File: src/rtl/vga_timing_pkg.sv
// ----------------------------------------------------------------------------
// vga_timing_pkg
//   Shared timing constants and helpers for the VGA timing generator.
//   Each axis (horizontal in pixels, vertical in lines) is described by the
//   same four-segment layout: active, front porch, sync, back porch.
//   Two standard modes are provided: 640x480@60 (the generator defaults) and
//   800x600@60.
// ----------------------------------------------------------------------------
package vga_timing_pkg;

  // One axis worth of timing, in pixels (horizontal) or lines (vertical).
  typedef struct packed {
    int act;
    int fp;
    int sync;
    int bp;
  } axis_timing_t;

  // 640x480@60, 25.175 MHz pixel clock.
  localparam axis_timing_t VGA640_H = '{act: 640, fp: 16, sync: 96, bp: 48};
  localparam axis_timing_t VGA640_V = '{act: 480, fp: 10, sync: 2,  bp: 33};

  // 800x600@60, 40 MHz pixel clock (positive sync polarity in the standard).
  localparam axis_timing_t SVGA800_H = '{act: 800, fp: 40, sync: 128, bp: 88};
  localparam axis_timing_t SVGA800_V = '{act: 600, fp: 1,  sync: 4,   bp: 23};

  // Total length of one axis period.
  function automatic int axis_total(input int act, input int fp,
                                    input int sync, input int bp);
    return act + fp + sync + bp;
  endfunction

endpackage

File: src/rtl/vga_axis_counter.sv
// ----------------------------------------------------------------------------
// vga_axis_counter
//   Wrap counter for one display axis. Counts 0..TOTAL-1 and wraps to 0.
//   It advances only when both ce and cin are high, so chaining cout of the
//   horizontal counter into cin of the vertical one gives a raster counter.
//
// Ports
//   clk       in   clock
//   rst_n     in   asynchronous active-low reset, loads RST_VAL
//   ce        in   clock enable (pixel clock enable)
//   cin       in   carry in; counter steps when ce && cin
//   cnt       out  registered count
//   cnt_next  out  value cnt takes on the next clock edge
//   cout      out  carry out: cin high while cnt is at TOTAL-1 (wrap pending)
// ----------------------------------------------------------------------------
module vga_axis_counter #(
  parameter int CW      = 11,
  parameter int TOTAL   = 800,
  parameter int RST_VAL = 0
) (
  input  logic          clk,
  input  logic          rst_n,
  input  logic          ce,
  input  logic          cin,
  output logic [CW-1:0] cnt,
  output logic [CW-1:0] cnt_next,
  output logic          cout
);

  localparam logic [CW-1:0] LAST = CW'(TOTAL - 1);
  localparam logic [CW-1:0] RST  = CW'(RST_VAL);

  logic at_last;

  assign at_last = (cnt == LAST);
  assign cout    = cin && at_last;

  always_comb begin
    // NOTE: default assignment first so every path assigns cnt_next and no
    // latch is inferred when the step condition is false.
    cnt_next = cnt;
    if (ce && cin) begin
      cnt_next = at_last ? '0 : cnt + 1'b1;
    end
  end

  always_ff @(posedge clk or negedge rst_n) begin
    // NOTE: non-blocking assignments for all clocked state so every register
    // samples pre-edge values regardless of block evaluation order.
    if (!rst_n) begin
      cnt <= RST;
    end else begin
      cnt <= cnt_next;
    end
  end

endmodule

File: src/rtl/vga_timing_gen.sv
// ----------------------------------------------------------------------------
// vga_timing_gen
//   Raster timing generator for a VGA-style display. A horizontal/vertical
//   counter pair walks the frame one position per ce cycle; a second,
//   independent pair runs FETCH_LEAD positions ahead so a pixel source with
//   a fixed pipeline delay can be addressed early.
//
//   All decoded outputs are registered but computed from the counters'
//   next-state values, so they describe the position held in h/v on the same
//   cycle (no extra latency). On ce=0 cycles everything holds and the
//   strobes drop.
//
// Ports
//   clk           in   clock
//   rst_n         in   asynchronous active-low reset
//   ce            in   pixel clock enable
//   x, y          out  current position (blanking included)
//   active        out  current position is inside the visible area
//   hsync, vsync  out  sync pulses, level during pulse = HS_POL / VS_POL
//   line_start    out  one ce cycle when a new line begins (h = 0)
//   frame_start   out  one ce cycle when a new frame begins (h = 0, v = 0)
//   fetch_x/y     out  position FETCH_LEAD steps ahead of x/y
//   fetch_active  out  visibility of the fetch position
// ----------------------------------------------------------------------------
module vga_timing_gen
  import vga_timing_pkg::*;
#(
  parameter int H_ACT      = VGA640_H.act,
  parameter int H_FP       = VGA640_H.fp,
  parameter int H_SYNC     = VGA640_H.sync,
  parameter int H_BP       = VGA640_H.bp,
  parameter int V_ACT      = VGA640_V.act,
  parameter int V_FP       = VGA640_V.fp,
  parameter int V_SYNC     = VGA640_V.sync,
  parameter int V_BP       = VGA640_V.bp,
  parameter bit HS_POL     = 1'b0,
  parameter bit VS_POL     = 1'b0,
  parameter int FETCH_LEAD = 2,
  parameter int CW         = 11
) (
  input  logic          clk,
  input  logic          rst_n,
  input  logic          ce,
  output logic [CW-1:0] x,
  output logic [CW-1:0] y,
  output logic          active,
  output logic          hsync,
  output logic          vsync,
  output logic          line_start,
  output logic          frame_start,
  output logic [CW-1:0] fetch_x,
  output logic [CW-1:0] fetch_y,
  output logic          fetch_active
);

  localparam int H_TOTAL = axis_total(H_ACT, H_FP, H_SYNC, H_BP);
  localparam int V_TOTAL = axis_total(V_ACT, V_FP, V_SYNC, V_BP);
  localparam int MAX_TOTAL = (H_TOTAL > V_TOTAL) ? H_TOTAL : V_TOTAL;

  // ---------------------------------------------------------------------------
  // Elaboration-time parameter legality
  // ---------------------------------------------------------------------------
  localparam bit TIMING_OK = (H_ACT >= 1) && (H_FP >= 1) && (H_SYNC >= 1) &&
                             (H_BP >= 1) && (V_ACT >= 1) && (V_FP >= 1) &&
                             (V_SYNC >= 1) && (V_BP >= 1);
  localparam bit LEAD_OK   = (FETCH_LEAD >= 0) &&
                             (FETCH_LEAD <= H_FP + H_SYNC + H_BP);
  localparam bit CW_OK     = (CW >= 1) && (CW <= 30) && (MAX_TOTAL <= (1 << CW));

  if (!TIMING_OK) begin : g_bad_timing
    $fatal(1, "vga_timing_gen: every timing parameter must be >= 1");
  end
  if (!LEAD_OK) begin : g_bad_lead
    $fatal(1, "vga_timing_gen: FETCH_LEAD must be in 0..H_FP+H_SYNC+H_BP");
  end
  if (!CW_OK) begin : g_bad_cw
    $fatal(1, "vga_timing_gen: CW too narrow for H_TOTAL/V_TOTAL");
  end

  // ---------------------------------------------------------------------------
  // Decode constants
  // ---------------------------------------------------------------------------
  localparam logic [CW-1:0] H_ACT_C  = CW'(H_ACT);
  localparam logic [CW-1:0] V_ACT_C  = CW'(V_ACT);
  localparam logic [CW-1:0] HS_BEG   = CW'(H_ACT + H_FP);
  localparam logic [CW-1:0] HS_END   = CW'(H_ACT + H_FP + H_SYNC);
  localparam logic [CW-1:0] VS_BEG   = CW'(V_ACT + V_FP);
  localparam logic [CW-1:0] VS_END   = CW'(V_ACT + V_FP + V_SYNC);

  // Fetch counters reset to the position FETCH_LEAD steps after (0,0). The
  // lead never exceeds one line, but the general form keeps this honest.
  localparam int F_H0 = FETCH_LEAD % H_TOTAL;
  localparam int F_V0 = (FETCH_LEAD / H_TOTAL) % V_TOTAL;
  localparam bit F_ACT0 = (F_H0 < H_ACT) && (F_V0 < V_ACT);

  // Half-open window test [lo, hi).
  function automatic logic in_win(input logic [CW-1:0] p,
                                  input logic [CW-1:0] lo,
                                  input logic [CW-1:0] hi);
    return (p >= lo) && (p < hi);
  endfunction

  // ---------------------------------------------------------------------------
  // Display counters
  // ---------------------------------------------------------------------------
  logic [CW-1:0] h_next, v_next;
  logic          h_cout, v_cout;

  vga_axis_counter #(.CW(CW), .TOTAL(H_TOTAL), .RST_VAL(0)) u_h_cnt (
    .clk      (clk),
    .rst_n    (rst_n),
    .ce       (ce),
    .cin      (1'b1),
    .cnt      (x),
    .cnt_next (h_next),
    .cout     (h_cout)
  );

  vga_axis_counter #(.CW(CW), .TOTAL(V_TOTAL), .RST_VAL(0)) u_v_cnt (
    .clk      (clk),
    .rst_n    (rst_n),
    .ce       (ce),
    .cin      (h_cout),
    .cnt      (y),
    .cnt_next (v_next),
    .cout     (v_cout)
  );

  // ---------------------------------------------------------------------------
  // Fetch counters (independent pair, same wrap behaviour)
  // ---------------------------------------------------------------------------
  logic [CW-1:0] fh_next, fv_next;
  logic          fh_cout, fv_cout;
  logic          unused_fetch_carry;

  vga_axis_counter #(.CW(CW), .TOTAL(H_TOTAL), .RST_VAL(F_H0)) u_fh_cnt (
    .clk      (clk),
    .rst_n    (rst_n),
    .ce       (ce),
    .cin      (1'b1),
    .cnt      (fetch_x),
    .cnt_next (fh_next),
    .cout     (fh_cout)
  );

  vga_axis_counter #(.CW(CW), .TOTAL(V_TOTAL), .RST_VAL(F_V0)) u_fv_cnt (
    .clk      (clk),
    .rst_n    (rst_n),
    .ce       (ce),
    .cin      (fh_cout),
    .cnt      (fetch_y),
    .cnt_next (fv_next),
    .cout     (fv_cout)
  );

  // The fetch frame wrap has no consumer; no fetch-side frame strobe exists.
  assign unused_fetch_carry = fv_cout;

  // ---------------------------------------------------------------------------
  // Registered decode from next-state positions
  // ---------------------------------------------------------------------------
  always_ff @(posedge clk or negedge rst_n) begin
    if (!rst_n) begin
      active       <= 1'b1;
      hsync        <= ~HS_POL;
      vsync        <= ~VS_POL;
      line_start   <= 1'b0;
      frame_start  <= 1'b0;
      fetch_active <= F_ACT0;
    end else begin
      active       <= (h_next < H_ACT_C) && (v_next < V_ACT_C);
      hsync        <= in_win(h_next, HS_BEG, HS_END) ? HS_POL : ~HS_POL;
      vsync        <= in_win(v_next, VS_BEG, VS_END) ? VS_POL : ~VS_POL;
      // A carry out of the last column means the counters land on h=0 this
      // edge; gating with ce drops the strobes on hold cycles.
      line_start   <= ce && h_cout;
      frame_start  <= ce && v_cout;
      fetch_active <= (fh_next < H_ACT_C) && (fv_next < V_ACT_C);
    end
  end

endmodule

File: config.mk
export PLATFORM = sky130hd
export DESIGN_NAME = vga_timing_gen
export DESIGN_NICKNAME = d
export VERILOG_FILES = /design/src/rtl/vga_timing_pkg.sv /design/src/rtl/vga_axis_counter.sv /design/src/rtl/vga_timing_gen.sv
export SDC_FILE = /design/constraint.sdc
export NUM_CORES = 1
export LEC_CHECK = 0
export CAP_MARGIN = 25
export CORE_MARGIN = 2
export CORE_UTILIZATION = 46
export CTS_CLUSTER_SIZE = 24
export DETAILED_ROUTE_END_ITERATION = 7
export MAX_ROUTING_LAYER = met4
export PLACE_DENSITY = 0.81
export SLEW_MARGIN = 15
export SYNTH_ARGS = -nofsm -noshare
export SYNTH_HDL_FRONTEND = slang
export SYNTH_SLANG_ARGS = --single-unit
File: constraint.sdc
create_clock -name clk -period 2.7 [get_ports clk]
set_input_delay 0.405 -clock clk [delete_from_list [all_inputs] [get_ports clk]]
set_output_delay 0.405 -clock clk [all_outputs]
set_load 0.05 [all_outputs]
# [Word-level counts from Yosys, hierarchy flattened]
# Index checks and enable logic that the tools add are counted.
[word_totals] in_bits=3 regBits=50 output_inout_bits=50
[classes] muxes=10 n_lt_le_gt_ge=8 eq_ne=4 n_addsub=4 n_reduce_logical=8
[ops] cell="2-to-1 mux 11 bit" count=8
[ops] cell="adder 11 x 1 -> 11 bit, second input constant" count=4
[ops] cell="== test 11 x 10 -> 1 bit, second input constant" count=4
[ops] cell="less-than comparator 11 x 10 -> 1 bit, second input constant" count=3
[ops] cell="less-than comparator 11 x 9 -> 1 bit, second input constant" count=3
[ops] cell="greater-or-equal comparator 11 x 10 -> 1 bit, second input constant" count=1
[ops] cell="greater-or-equal comparator 11 x 9 -> 1 bit, second input constant" count=1
[ops] cell="logical AND 1 bit" count=8
[ops] cell="2-to-1 mux 1 bit" count=2

# [Logic depth before layout (Yosys ltp)]
# Gate-level depths: netlist of the first run.
[logic_depth] ltp_word=6 ltp_mapped=10 depth_no_buf=8

# [Modules after synthesis]
# A second synthesis of the first run with hierarchy kept.
[unflattened] hier_cells=259 hier_area_um2=2613.8
[by_module_without_submodules] module="vga_axis_counter (u_fv_cnt ...)" area_each_um2=595.6 cells_each=60 n_inst=2
[by_module_without_submodules] module="vga_axis_counter (u_fh_cnt)" area_each_um2=579.3 cells_each=58 n_inst=1
[by_module_without_submodules] module="vga_axis_counter (u_h_cnt)" area_each_um2=578.1 cells_each=58 n_inst=1
[by_module_without_submodules] module="vga_timing_gen" area_each_um2=265.3 cells_each=23 n_inst=1

# [Worst setup path after synthesis of the first run]
# No wires, ideal clock.
[synth_timing] path_kind="register -> register" from="register u_h_cnt.cnt[5]" to="register vsync" stages_incl_launch_ff=10 path_buffers=2 synth_period_minus_slack_ns=2.749 path_slack_ns=-0.049 arrival_time_ns=2.663 cell_sequence="dfrtp_1 > or4_4 > or4_4 > buf_6 > clkinv_4 > buf_12 > and2_4 > nand2_2 > a21o_1 > a2111o_1"
[synth_between] elab_chain_len=6 elab_cells_between_ends=7 cone_classes="order compare: 2; eq/ne: 1; mux: 2; reduce/logical: 2"
[synth_lines] element="start: declaration" line_no="vga_axis_counter.sv:25" text="output logic [CW-1:0] cnt,"
[synth_lines] element="start signal: assignment" line_no="vga_axis_counter.sv:53" text="cnt <= cnt_next;"
[synth_lines] element="== test 11 x 10 -> 1 bit *" line_no="vga_axis_counter.sv:35" text="assign at_last = (cnt == LAST);"
[synth_lines] element="logical AND 1 bit *" line_no="vga_axis_counter.sv:42" text="if (ce && cin) begin"
[synth_lines] element="2-to-1 mux 11 bit *" line_no="vga_axis_counter.sv:42"
[synth_lines] element="greater-or-equal comparator 11 x 9 -> 1 bit / less-than comparator 11 x 9 -> 1 bit (equally long branches)" line_no="vga_timing_gen.sv:100" text="return (p >= lo) && (p < hi);"
[synth_lines] element="logical AND 1 bit *" line_no="vga_timing_gen.sv:100"
[synth_lines] element="2-to-1 mux 1 bit *" line_no="vga_timing_gen.sv:173" text="vsync <= in_win(v_next, VS_BEG, VS_END) ? VS_POL : ~VS_POL;"
[synth_lines] element="end signal: assignment" line_no="vga_timing_gen.sv:166" text="vsync <= ~VS_POL;"
[synth_lines] element="end signal: assignment" line_no="vga_timing_gen.sv:173"
[synth_lines] element="end: declaration" line_no="vga_timing_gen.sv:48" text="output logic vsync,"
# Mark *: on every way between the ends. The rest lies on a longest branch, timed or not.

# [Worst setup path in the final report of the first run]
[layout_timing] from="register u_h_cnt.cnt[5]" to="register vsync"
[layout_between] elab_chain_len=6 elab_cells_between_ends=7 cone_classes="order compare: 2; eq/ne: 1; mux: 2; reduce/logical: 2"
[layout_lines] element="== test 11 x 10 -> 1 bit *" line_no="vga_axis_counter.sv:35"
[layout_lines] element="logical AND 1 bit *" line_no="vga_axis_counter.sv:42"
[layout_lines] element="2-to-1 mux 11 bit *" line_no="vga_axis_counter.sv:42"
[layout_lines] element="net u_v_cnt.cnt_next[9]" line_no="vga_axis_counter.sv:26" text="output logic [CW-1:0] cnt_next,"
[layout_lines] element="greater-or-equal comparator 11 x 9 -> 1 bit / less-than comparator 11 x 9 -> 1 bit (equally long branches)" line_no="vga_timing_gen.sv:100"
[layout_lines] element="logical AND 1 bit *" line_no="vga_timing_gen.sv:100"
[layout_lines] element="2-to-1 mux 1 bit *" line_no="vga_timing_gen.sv:173"
# The timed path passes the listed nets; every way through them passes the cells marked *.

==> summary.md, run 1 <==
The run finished with clean final reports. The final hold violation count is 0. Setup repair after global routing left no endpoint under its margin. The core region is 0.00551 mm². Transition time of the tightest slew-check pin: 0.586 ns. The longest clock path from root to sink contains 2 buffers. In this run the horizontal extent of the chip is 79.4 µm.

For this run, design rule violations remaining after detail routing come to 0. The synthesized netlist contains 49 unique library cells. For this design, the sink count on the clock tree is 50. The run gives 0 as the initial antenna violation count. The starting density of the core was 0.475; the headroom to the max-slew limit was 0.610. The global-route track usage on met3 was 0.0283. Arrival time of data at the critical path endpoint: 2.80 ns. Summed over all instances, the cell type with the most area after synthesis is sky130_fd_sc_hd__dfrtp_1. By instance count, the cell type seen most on the critical path is sky130_fd_sc_hd__or4_4.

In the synthesized netlist, the number of instances is 271. The critical path is of the reg2reg type. Pin placement for this block handled 53 I/O pins.

The number of buffers inserted by port buffering is 52, and the critical path data required time is 2.94 ns. At the later pin of the worst-skew pair, clock insertion delay measures 0.30 ns. met2 is the most crowded layer.

For this run, the slowest stage of the critical path takes 0.62 ns. Among all flip-flop cells after synthesis, the most frequent one is sky130_fd_sc_hd__dfrtp_1. In this run, the number of DRC markers left after iteration 0 of detailed routing was 187. The placed instance count was 395. The maximum fanout along the worst path was 10.

For this run, the post-layout net count is 339. The critical path goes through or4_4 -> or4_4 -> a21oi_2 -> o22ai_1 -> or2_1 -> a2111o_1. Buffers added to address setup during post-CTS repair amount to 0.

Routability-driven placement finished with a final weighted congestion of 0.846. The tools report the count of endpoints failing setup in the final report as 0. The tools report the type of origin of the critical path as a register.

Deepest level of the CTS H-tree: 2. The total of flip-flops plus latches after synthesis was 50; the power density of the placed cells was 642 mW/mm². The run gives 0.262 as the met1 routing resource usage after global routing. The remaining global-route overflow is 0. The detail route stage leaves a number of antenna-violating nets equal to 0. Summing over every cut layer, the via total after detailed routing is 2192. The met2 routing resource usage after global routing is 0.303, and the die extent in y is 79.4 µm. The number of placement rows was 27; the number of global-route vias before repair was 2110.

Final non-filler cell total: 403. For this design, the slowest cell found on the critical path is sky130_fd_sc_hd__or4_4. Counting the buffers created by CTS gives 5. The run gives 0.00262 mm² as the cell area after synthesis. After clock tree synthesis, the clock-pin slew on the worst setup and hold paths is 0.10 ns. Maximum clock frequency: 0.390 GHz. TritonCTS built the clock tree. Subtracting the final worst setup slack from the clock period gives 2.57 ns. The class of the tightest hold or removal check is in2async.

For the sequential fraction of the synthesis area, the log shows 0.480. The total nets after synthesis is 280. The root buffer cell chosen for the clock tree is sky130_fd_sc_hd__clkbuf_8.

The count of hold-fix buffers inserted at cts came out at 0. Overall power consumption after layout is estimated at 2.13 mW. The logs give 0.00631 mm² for the full die area and 9470 µm for the wire length of the first global-routing pass. The final-report max-slew violation count was 0. The share of the synthesized area in the top cell type is 0.430.

Before antenna repair, the detailed router went through 4 iterations. Period utilization: 0.951. Among cell families on the critical path, the largest total delay comes from simple AND/OR/NAND/NOR gates. The largest net degree at the start of global routing came out at 28. Counting both buffers and inverters, the worst setup path holds a total of 0. The detailed-route wire length was 5750 µm; the average cell area after synthesis was 9.66 µm².

The number of gates given a new drive strength after cts is 0, and the fraction of final layout cells with drive strength greater than 1 is 0.0997. The antenna diode count came out at 0. After synthesis, the cell types taking the most area are sky130_fd_sc_hd__dfrtp_1 43%, sky130_fd_sc_hd__dfstp_2 5.0%, sky130_fd_sc_hd__xnor2_1 5.0%. The tools report the final clock skew as 0.0145 ns. The tools report the global-route usage over all layers as 0.195.

Dividing the detail-routed wire length by the instance count gives 14.3 µm. The wire-length estimate of the detail-placed layout is 4230 µm. The total of max-cap violations is 0, and the number of warnings issued by yosys is 0.

The average vias per placed instance is 5.44. In the final timing run, aggregate negative setup slack is 0 ns. The area growth from synthesis to layout is 26.6%. The static leakage was 1.38 nW. Type of element capturing the critical path: a register.

The proportion of synthesized flip-flops having asynchronous set or reset is 1.00, and the number of flops mapped to enable cells by yosys is 0. Largest vdd supply drop: 0.618 mV.
==> cell usage in the layout (no fill, tap or decap), types with 3 or more instances in the layout <==
cell type	n
sky130_fd_sc_hd__nor2_1	19
sky130_fd_sc_hd__o21ai_0	18
sky130_fd_sc_hd__a21oi_1	7
sky130_fd_sc_hd__clkbuf_8	5
sky130_fd_sc_hd__and3_1	5
sky130_fd_sc_hd__xnor2_1	15
sky130_fd_sc_hd__nand2_1	29
sky130_fd_sc_hd__dfrtp_1	43
sky130_fd_sc_hd__dfstp_2	5
sky130_fd_sc_hd__and4_1	4
sky130_fd_sc_hd__nand2b_1	4
sky130_fd_sc_hd__inv_1	14
sky130_fd_sc_hd__clkdlybuf4s50_1	51
sky130_fd_sc_hd__nor4_1	3
sky130_fd_sc_hd__nor3_1	8
sky130_fd_sc_hd__nand4_1	10
sky130_fd_sc_hd__xor2_1	11
sky130_fd_sc_hd__buf_4	7
sky130_fd_sc_hd__o22ai_1	4
sky130_fd_sc_hd__nand3_1	20
sky130_fd_sc_hd__ha_1	6
==> layout make-up <==
cell class / instances / area, µm²
sequential: 50 / 1260
multi-input combinational: 199 / 1250
fill: 485 / 2190
clock buffer: 6 / 72.6
inverter: 15 / 61.3
tap: 72 / 90.1
clock inverter: 2 / 13.8
timing repair buffer: 59 / 568
==> sequential cells by signal, indices dropped and copies added (netlist names) <==
| name | cells |
|---|---|
| u_fh_cnt.cnt | 11 |
| u_fv_cnt.cnt | 11 |
| u_h_cnt.cnt | 11 |
| u_v_cnt.cnt | 11 |
| active | 1 |
| fetch_active | 1 |
| frame_start | 1 |
| hsync | 1 |
| line_start | 1 |
| vsync | 1 |
==> cell families (layout without fill, tap and decap cells) <==
family / after synthesis / after routing / synth area share
AOI/OAI and AO/OA: 41 / 41 / 0.0932
xor gates and xnor gates: 26 / 26 / 0.0870
adders and majority gates: 6 / 6 / 0.0287
buffers and inverters: 22 / 82 / 0.0425
DFF: 50 / 50 / 0.480
muxes: 4 / 4 / 0.0163
and+or+nand+nor: 122 / 122 / 0.252
==> cells in the mapped netlist (2+ instances only) <==
cell type	count
sky130_fd_sc_hd__dfrtp_1	45
sky130_fd_sc_hd__ha_1	6
sky130_fd_sc_hd__mux2i_1	2
sky130_fd_sc_hd__and3_1	5
sky130_fd_sc_hd__xnor2_1	15
sky130_fd_sc_hd__or3_1	2
sky130_fd_sc_hd__a31oi_1	2
sky130_fd_sc_hd__mux2_2	2
sky130_fd_sc_hd__nor4b_1	2
sky130_fd_sc_hd__a21oi_1	7
sky130_fd_sc_hd__or4_4	2
sky130_fd_sc_hd__nand2_1	29
sky130_fd_sc_hd__dfstp_2	5
sky130_fd_sc_hd__nand4_1	10
sky130_fd_sc_hd__nor3_1	8
sky130_fd_sc_hd__nor4bb_1	2
sky130_fd_sc_hd__o22ai_1	4
sky130_fd_sc_hd__xor2_1	11
sky130_fd_sc_hd__nand3_1	20
sky130_fd_sc_hd__nor4_1	3
sky130_fd_sc_hd__nor2_1	19
sky130_fd_sc_hd__o21ai_0	18
sky130_fd_sc_hd__inv_1	14
sky130_fd_sc_hd__o31ai_1	2
sky130_fd_sc_hd__and4_1	4
sky130_fd_sc_hd__nand2b_1	4
sky130_fd_sc_hd__or4_1	2
sky130_fd_sc_hd__clkbuf_1	5
==> power by group <==
| group | total [mW] | switching [mW] | internal (mW) |
|---|---|---|---|
| clock network | 0.427 | 0.244 | 0.183 |
| logic | 0.727 | 0.469 | 0.258 |
| registers | 0.972 | 0.131 | 0.842 |
| total | 2.13 | 0.844 | 1.28 |
==> metal layers <==
metal	part of all wire	vias up
met5	0	-
met4	0.016	0
met3	0.040	9
met2	0.48	70
met1	0.47	1042
li1	-	1071
==> final timing paths <==
kind                                  from              end  slack (ns)  cells past startpoint
max reg2reg                 u_h_cnt.cnt[5]            vsync        0.13                      6
min                                  rst_n   u_h_cnt.cnt[2]        0.09                      1
max                         u_h_cnt.cnt[5]            vsync        0.13                      6
min in group clk           u_fh_cnt.cnt[1]  u_fh_cnt.cnt[1]        0.51                      2
max in group asynchronous            rst_n     fetch_active        1.83                      2
min reg2reg                u_fh_cnt.cnt[1]  u_fh_cnt.cnt[1]        0.51                      2
==> per-stage QoR <==
stage          hold slack [ns]  utilization  setup slack [ns]  area (µm²)
3_3_place_gp             0.437        0.586             0.119        3230
3_5_place_dp             0.438        0.586            0.0587        3230
5_1_grt                  0.125        0.602            0.0380        3310
6_report                0.0892        0.602             0.134        3310
4_1_cts                  0.109        0.602             0.126        3310
2_1_floorplan            0.109            -           0.00220        2620
Note: power is estimated with default switching activity, not from simulation.
==> inputs of run 2 (changes only) <==
PLACE_DENSITY = default   (was 0.81)
PLACE_DENSITY_LB_ADDON = 0.05   (was default)
==> run 2 against run 1 <==
Net effect:
- non-clock buffer count up 3
- critical path depth grew 1
- global-route usage up 1.7 points
- sequential share of layout area shrank 0.45 points
- core utilization grew 0.73 points
- clock power grew 5.4%
- clock skew shrank 0.0072 ns
- sequential cell count did not move
- first-iteration DRC count down 36%
- power rose by 1.7%
==> summary.md, run 2 (synthesized netlist as in run 1, its figures left out) <==
The run finished with clean final reports. Before antenna repair, the detailed router went through 4 iterations. The average wire length per cell after detail routing came out at 14.4 µm.

The wire length of the first global-routing pass was 10200 µm; the period utilization was 0.934. In this run the core area contains 27 standard-cell rows. The tools report the initial detailed-routing violation count as 119. The run gives 0 as the final-report max-slew violation count. The remaining routing DRC violations is 0. For this design, the CTS-stage hold fixing added 0 buffers. The logs give 0.212 for the global-route usage over all layers and 2 for the deepest level of the CTS H-tree. The start-to-end type of the worst setup path was reg2reg. 0 antenna diodes ended up in the layout. The logic gate share of total power was 0.340; the full die area was 0.00631 mm². The cell sitting at the root of the clock tree is a sky130_fd_sc_hd__clkbuf_8. The run gives 0 as the number of gates given a new drive strength after cts.

The tools report the placed instance count as 398. In this run the deepest clock path goes through 2 buffers. The type of element capturing the critical path was a register. The largest net degree at the start of global routing came out at 27. The class of the tightest hold or removal check was in2async.

The tools report the remaining global-route overflow as 0. For the final hold violation count, the log shows 0. During I/O placement, the number of pins put on the boundary was 53.

The library cell used most frequently in the layout, excluding fill and tap cells, is sky130_fd_sc_hd__clkdlybuf4s50_1. Excluding fillers, the count of instances in the completed layout stands at 406. The horizontal extent of the die was 79.4 µm.

Share of total power in the clock network: 0.208. In the layout the commonest cells are 51 x sky130_fd_sc_hd__clkdlybuf4s50_1, 43 x sky130_fd_sc_hd__dfrtp_1, 29 x sky130_fd_sc_hd__nand2_1. The cell-internal power was 1.31 mW; the accumulated negative setup slack was 0 ns. STA classifies the critical path startpoint as a register. The switching power was 853 µW; the fraction of final layout cells with drive strength greater than 1 was 0.108. The maximum fanout along the worst path came out at 11. For the sequential share of power, the log shows 0.452. At the pin with the least slew margin, the transition time is 0.591 ns. The clock-pin slew reported for the worst setup and hold paths after clock tree synthesis is 0.09 ns. Setup repair after global routing left no endpoint under its margin. Clock latency on the worst-skew pair, taken at its later pin, is 0.30 ns.

The weighted congestion at the end of routability-driven global placement was 0.930. The tools report the number of global-route vias before repair as 2109. TritonCTS built the clock tree.

For the initial antenna violation count, the log shows 0. For the starting density of the core, the log shows 0.475. Summed over all cells, the static leakage comes to 1.40 nW. The detailed router placed 2232 vias in this run. Sink count of the clock tree: 50. The run gives 0.665 mV as the largest vdd supply drop. The final layout net count was 342; the core box area was 0.00551 mm². The count of nets left with antenna violations once routing finished came out at 0. Input and output buffers added on the ports amount to 52. The setup fix buffers added after clock tree synthesis is 0. For the worst setup path, the data arrival time is 2.75 ns. Setup violations remaining at the end of the flow were counted as 0. Critical path data required time: 2.92 ns.

The switching power as a share of total power is 0.394. For the headroom to the max-slew limit, the log shows 0.606. For the final clock skew, the log shows 0.00736 ns. For this design the ratio of total power to cell area is 645 mW/mm². The layout overhead on the synthesized area is 28.2%, and the die extent in y is 79.4 µm. The number of clock buffers inserted by TritonCTS came out at 5. The half-perimeter wire length after detailed placement was 4340 µm; the maximum clock frequency was 0.396 GHz.

The minimum clock period after layout came out at 2.52 ns. Max-cap violations in this run came to 0. The routed design has 5860 µm of wire. Dividing the detail-routed via count by the number of cells gives 5.50.
run 2: routing by layer:
layer	track usage	share of wire	up-vias
met5	-	0	-
met4	0.0517	0.0077	0
met3	0.0385	0.037	4
met2	0.312	0.46	56
met1	0.305	0.50	1089
li1	-	-	1083
run 2: path summary, 6_finish.rpt:
| kind | start | end | slack, ns | cells past startpoint |
|---|---|---|---|---|
| setup / recovery | u_h_cnt.cnt[5] | vsync | 0.18 | 7 |
| hold / removal | rst_n | u_fh_cnt.cnt[9] | 0.10 | 1 |
| setup reg to reg | u_h_cnt.cnt[5] | vsync | 0.18 | 7 |
| hold reg to reg | u_fh_cnt.cnt[1] | u_fh_cnt.cnt[1] | 0.51 | 2 |
| max in group asynchronous | rst_n | vsync | 1.98 | 2 |
| min in group clk | u_fh_cnt.cnt[1] | u_fh_cnt.cnt[1] | 0.51 | 2 |
run 2: layout make-up:
cell class	instances	area, µm²
Clock buffer	7	86.3
Clock inverter	1	5.00
Fill cell	527	2150
Inverter	15	61.3
Multi-Input combinational cell	199	1250
Sequential cell	50	1260
Tap cell	72	90.1
Timing Repair Buffer	62	603
run 2: power groups by stage:
stage	sequential, mW	clock [mW]	combinational (mW)
after floorplan	1.26	0	0.184
after global placement	0.986	0	0.728
after detailed placement	0.988	0	0.735
after CTS	0.975	0.465	0.739
after global routing	0.997	0.503	0.785
final	0.978	0.450	0.736
run 2: metrics by stage:
| stage | worst slack, ns | util | cell area (µm²) | power (mW) | hold slack, ns |
|---|---|---|---|---|---|
| 6_report | 0.177 | 0.609 | 3350 | 2.16 | 0.103 |
| 5_1_grt | 0.0763 | 0.609 | 3350 | 2.28 | 0.144 |
| 4_1_cts | 0.188 | 0.609 | 3350 | 2.18 | 0.121 |
| 3_5_place_dp | 0.0922 | 0.593 | 3260 | 1.72 | 0.449 |
| 3_3_place_gp | 0.161 | 0.593 | 3260 | 1.71 | 0.443 |
| 2_1_floorplan | 0.00220 | - | 2620 | 1.45 | 0.109 |
run 2: critical path: stages, from the launching register on:
cell	delay, ns
sky130_fd_sc_hd__dfrtp_2	0.45
sky130_fd_sc_hd__or4_4	0.56
sky130_fd_sc_hd__or4_4	0.58
sky130_fd_sc_hd__clkinv_4	0.12
sky130_fd_sc_hd__nand2b_1	0.08
sky130_fd_sc_hd__a32oi_1	0.20
sky130_fd_sc_hd__o211ai_1	0.16
sky130_fd_sc_hd__a2111o_1	0.31
==> inputs of run 3 (changes only) <==
MAX_ROUTING_LAYER = default   (was met4)
PLACE_DENSITY = 0.76   (was default)
PLACE_DENSITY_LB_ADDON = default   (was 0.05)
==> run 3 against run 2 <==
Net effect:
- clock-buffer cell count down 2
- clock power grew 15%
- first-iteration DRC count is 73% higher
- sequential cell count unchanged
- non-clock buffer count unchanged
- core utilization increased by 0.091 points
- critical path depth fell by 1
- hold slack improved by 0.097 ns
- via count is 1.1% lower
- fmax decreased by 0.47%
- sequential share of layout area is 0.056 points lower
- global-route usage shrank 1.1 points
==> summary.md, run 3 (synthesized netlist as in run 1, its figures left out) <==
For the detailed-route wire length, the log shows 5870 µm. Tracing the worst setup path back leads to its startpoint at u_h_cnt.cnt[10]. The logs give 1.40 nW for the static leakage and 0 for the remaining routing DRC violations. The die covers 0.00631 mm².

Initial antenna violation count: 0. CTS built an H-tree with a depth of 2. The tightest min-delay check is of the in2async type. After layout, the minimum clock period comes to 2.53 ns. The run gives 5 as the number of clock buffers inserted by TritonCTS.

The number of cells on the worst reg-to-reg path is 6. After clock tree synthesis, the setup repair step added 0 buffers. The area growth from synthesis to layout is 28.3%.

Clock skew on the completed layout was measured at 0.00521 ns. The run gives 0.00551 mm² as the core box area. The HPWL after detailed placement is 4260 µm.

Average wire length per cell after detail routing: 14.5 µm. Final-report max-slew violation count: 0. STA classifies the critical path startpoint as a register. The critical path is of the reg2reg type.

At the end of routability-driven placement, the weighted congestion stood at 0.836. Once layout is done, the placed cells without fillers occupy 0.00336 mm². The largest vdd supply drop came out at 0.799 mV. The top cell types in the final layout, fill and taps aside, are 51 x sky130_fd_sc_hd__clkdlybuf4s50_1, 43 x sky130_fd_sc_hd__dfrtp_1, 29 x sky130_fd_sc_hd__nand2_1. For this run the aggregate overflow at the end of global routing stands at 0. Using the TritonRoute via totals, the vias-per-cell ratio works out to 5.44. The power density of the placed cells came out at 660 mW/mm². The fraction of final layout cells with drive strength greater than 1 was 0.111. The flow ran to the end, and the final reports show no timing, DRC or antenna violations.

The via count of the routed design is 2207, and the die extent in y is 79.4 µm. The sequential share of power came out at 0.439. The total of max-cap violations came out at 0.

TritonCTS built the clock tree. STA classifies the critical path endpoint as a register. During I/O placement, the number of pins put on the boundary was 53. The global-route usage over all layers is 0.201, and the maximum fanout along the worst path is 4.

For this design, the sink count on the clock tree is 50. Number of buffers inserted by port buffering: 52. The accumulated negative setup slack was 0 ns.

In this run the critical register-to-register path is captured at vsync. The number of global-route vias before repair came out at 2105. The period utilization is 0.939, and the logic gate share of total power is 0.328. Clock latency on the worst-skew pair, taken at its later pin, is 0.30 ns. The most common library cell in the layout ignoring fill and taps is sky130_fd_sc_hd__clkdlybuf4s50_1. The arrival time of data at the critical path endpoint came out at 2.77 ns.

In this run the cell area measured after placement is 0.00325 mm². The tools report the critical path data required time as 2.93 ns. In this run the remaining antenna-violating nets after routing total 0. The worst register-to-register path begins at u_h_cnt.cnt[10]. The horizontal extent of the die is 79.4 µm, and the final layout net count is 342.

The final hold violation count was 0. The maximum buffer depth of the clock tree was 2; the switching power as a share of total power was 0.381. The starting density of the core is 0.475.

The maximum clock frequency came out at 0.395 GHz. The headroom to the max-slew limit came out at 0.586. The cell sitting at the root of the clock tree is a sky130_fd_sc_hd__clkbuf_8.

The largest net degree at the start of global routing is 51, and the count of endpoints failing setup in the final report is 0. Counting the fill cells in the layout gives 486. Setup repair after global routing left no endpoint under its margin.

The first-pass iteration count of the detailed router is 5. 0 antenna diodes ended up in the layout. The internal power of the cells totals 1.37 mW. The clock-pin slew reported for the worst setup and hold paths after clock tree synthesis is 0.09 ns.

The tools report the wire length of the first global-routing pass as 9960 µm. Gates resized during post-CTS repair numbered 0. The first routing iteration left 206 violations. The number of placement rows was 27; the transition time of the tightest slew-check pin was 0.620 ns.

The run gives 844 µW as the switching power. The slack of the worst reg-to-reg path was 0.17 ns; the count of hold-fix buffers inserted at cts was 0. Share of total power in the clock network: 0.234.
## run 3: worst max-delay path by stage
stage	endpoint	cells after the start
after floorplan	vsync	9
after global placement	fetch_active	7
after detailed placement	fetch_active	7
after CTS	vsync	6
after global routing	active	7
final	vsync	6
## run 3: power groups by stage
stage	clock [mW]	sequential, mW	combinational [mW]
2_1_floorplan	0	1.26	0.184
3_5_place_dp	0	0.982	0.729
3_3_place_gp	0	0.984	0.724
4_1_cts	0.538	0.972	0.732
5_1_grt	0.579	0.988	0.768
6_report	0.518	0.973	0.727
## run 3: routing by layer
layer,part of all wire,vias up,routed length [µm],GRT usage
met5,0,-,0,0
met4,0.0075,0,44,0.0569
met1,0.47,1069,2770,0.285
met2,0.48,53,2830,0.313
met3,0.038,2,221,0.0396
li1,-,1083,-,-
## run 3: worst max-delay path, stage by stage, from the launching register on
cell and delay, ns:
sky130_fd_sc_hd__dfrtp_2 0.44, sky130_fd_sc_hd__or4_4 0.58, sky130_fd_sc_hd__or4_4 0.58, sky130_fd_sc_hd__a21oi_2 0.14, sky130_fd_sc_hd__o22ai_1 0.10, sky130_fd_sc_hd__or2_1 0.25
sky130_fd_sc_hd__a2111o_1 0.38
## run 3: layout make-up
type                       count  area (µm²)  area share
clock buffer                   5        68.8      0.0205
clock inverter                 3        40.0      0.0119
tap                           72        90.1      0.0268
multi-input combinational    199        1250       0.372
sequential                    50        1260       0.375
inverter                      15        61.3      0.0182
timing repair buffer          62         591       0.176
## run 3: stage by stage
step	setup WS, ns	utilization	hold slack, ns	total power [mW]	cells
after floorplan	0.00220	-	0.109	1.45	271
after global placement	0.0534	0.590	0.492	1.71	398
after detailed placement	0.0158	0.590	0.497	1.71	398
after CTS	0.172	0.610	0.216	2.24	406
after global routing	0.0896	0.610	0.254	2.33	406
final	0.165	0.610	0.200	2.22	406
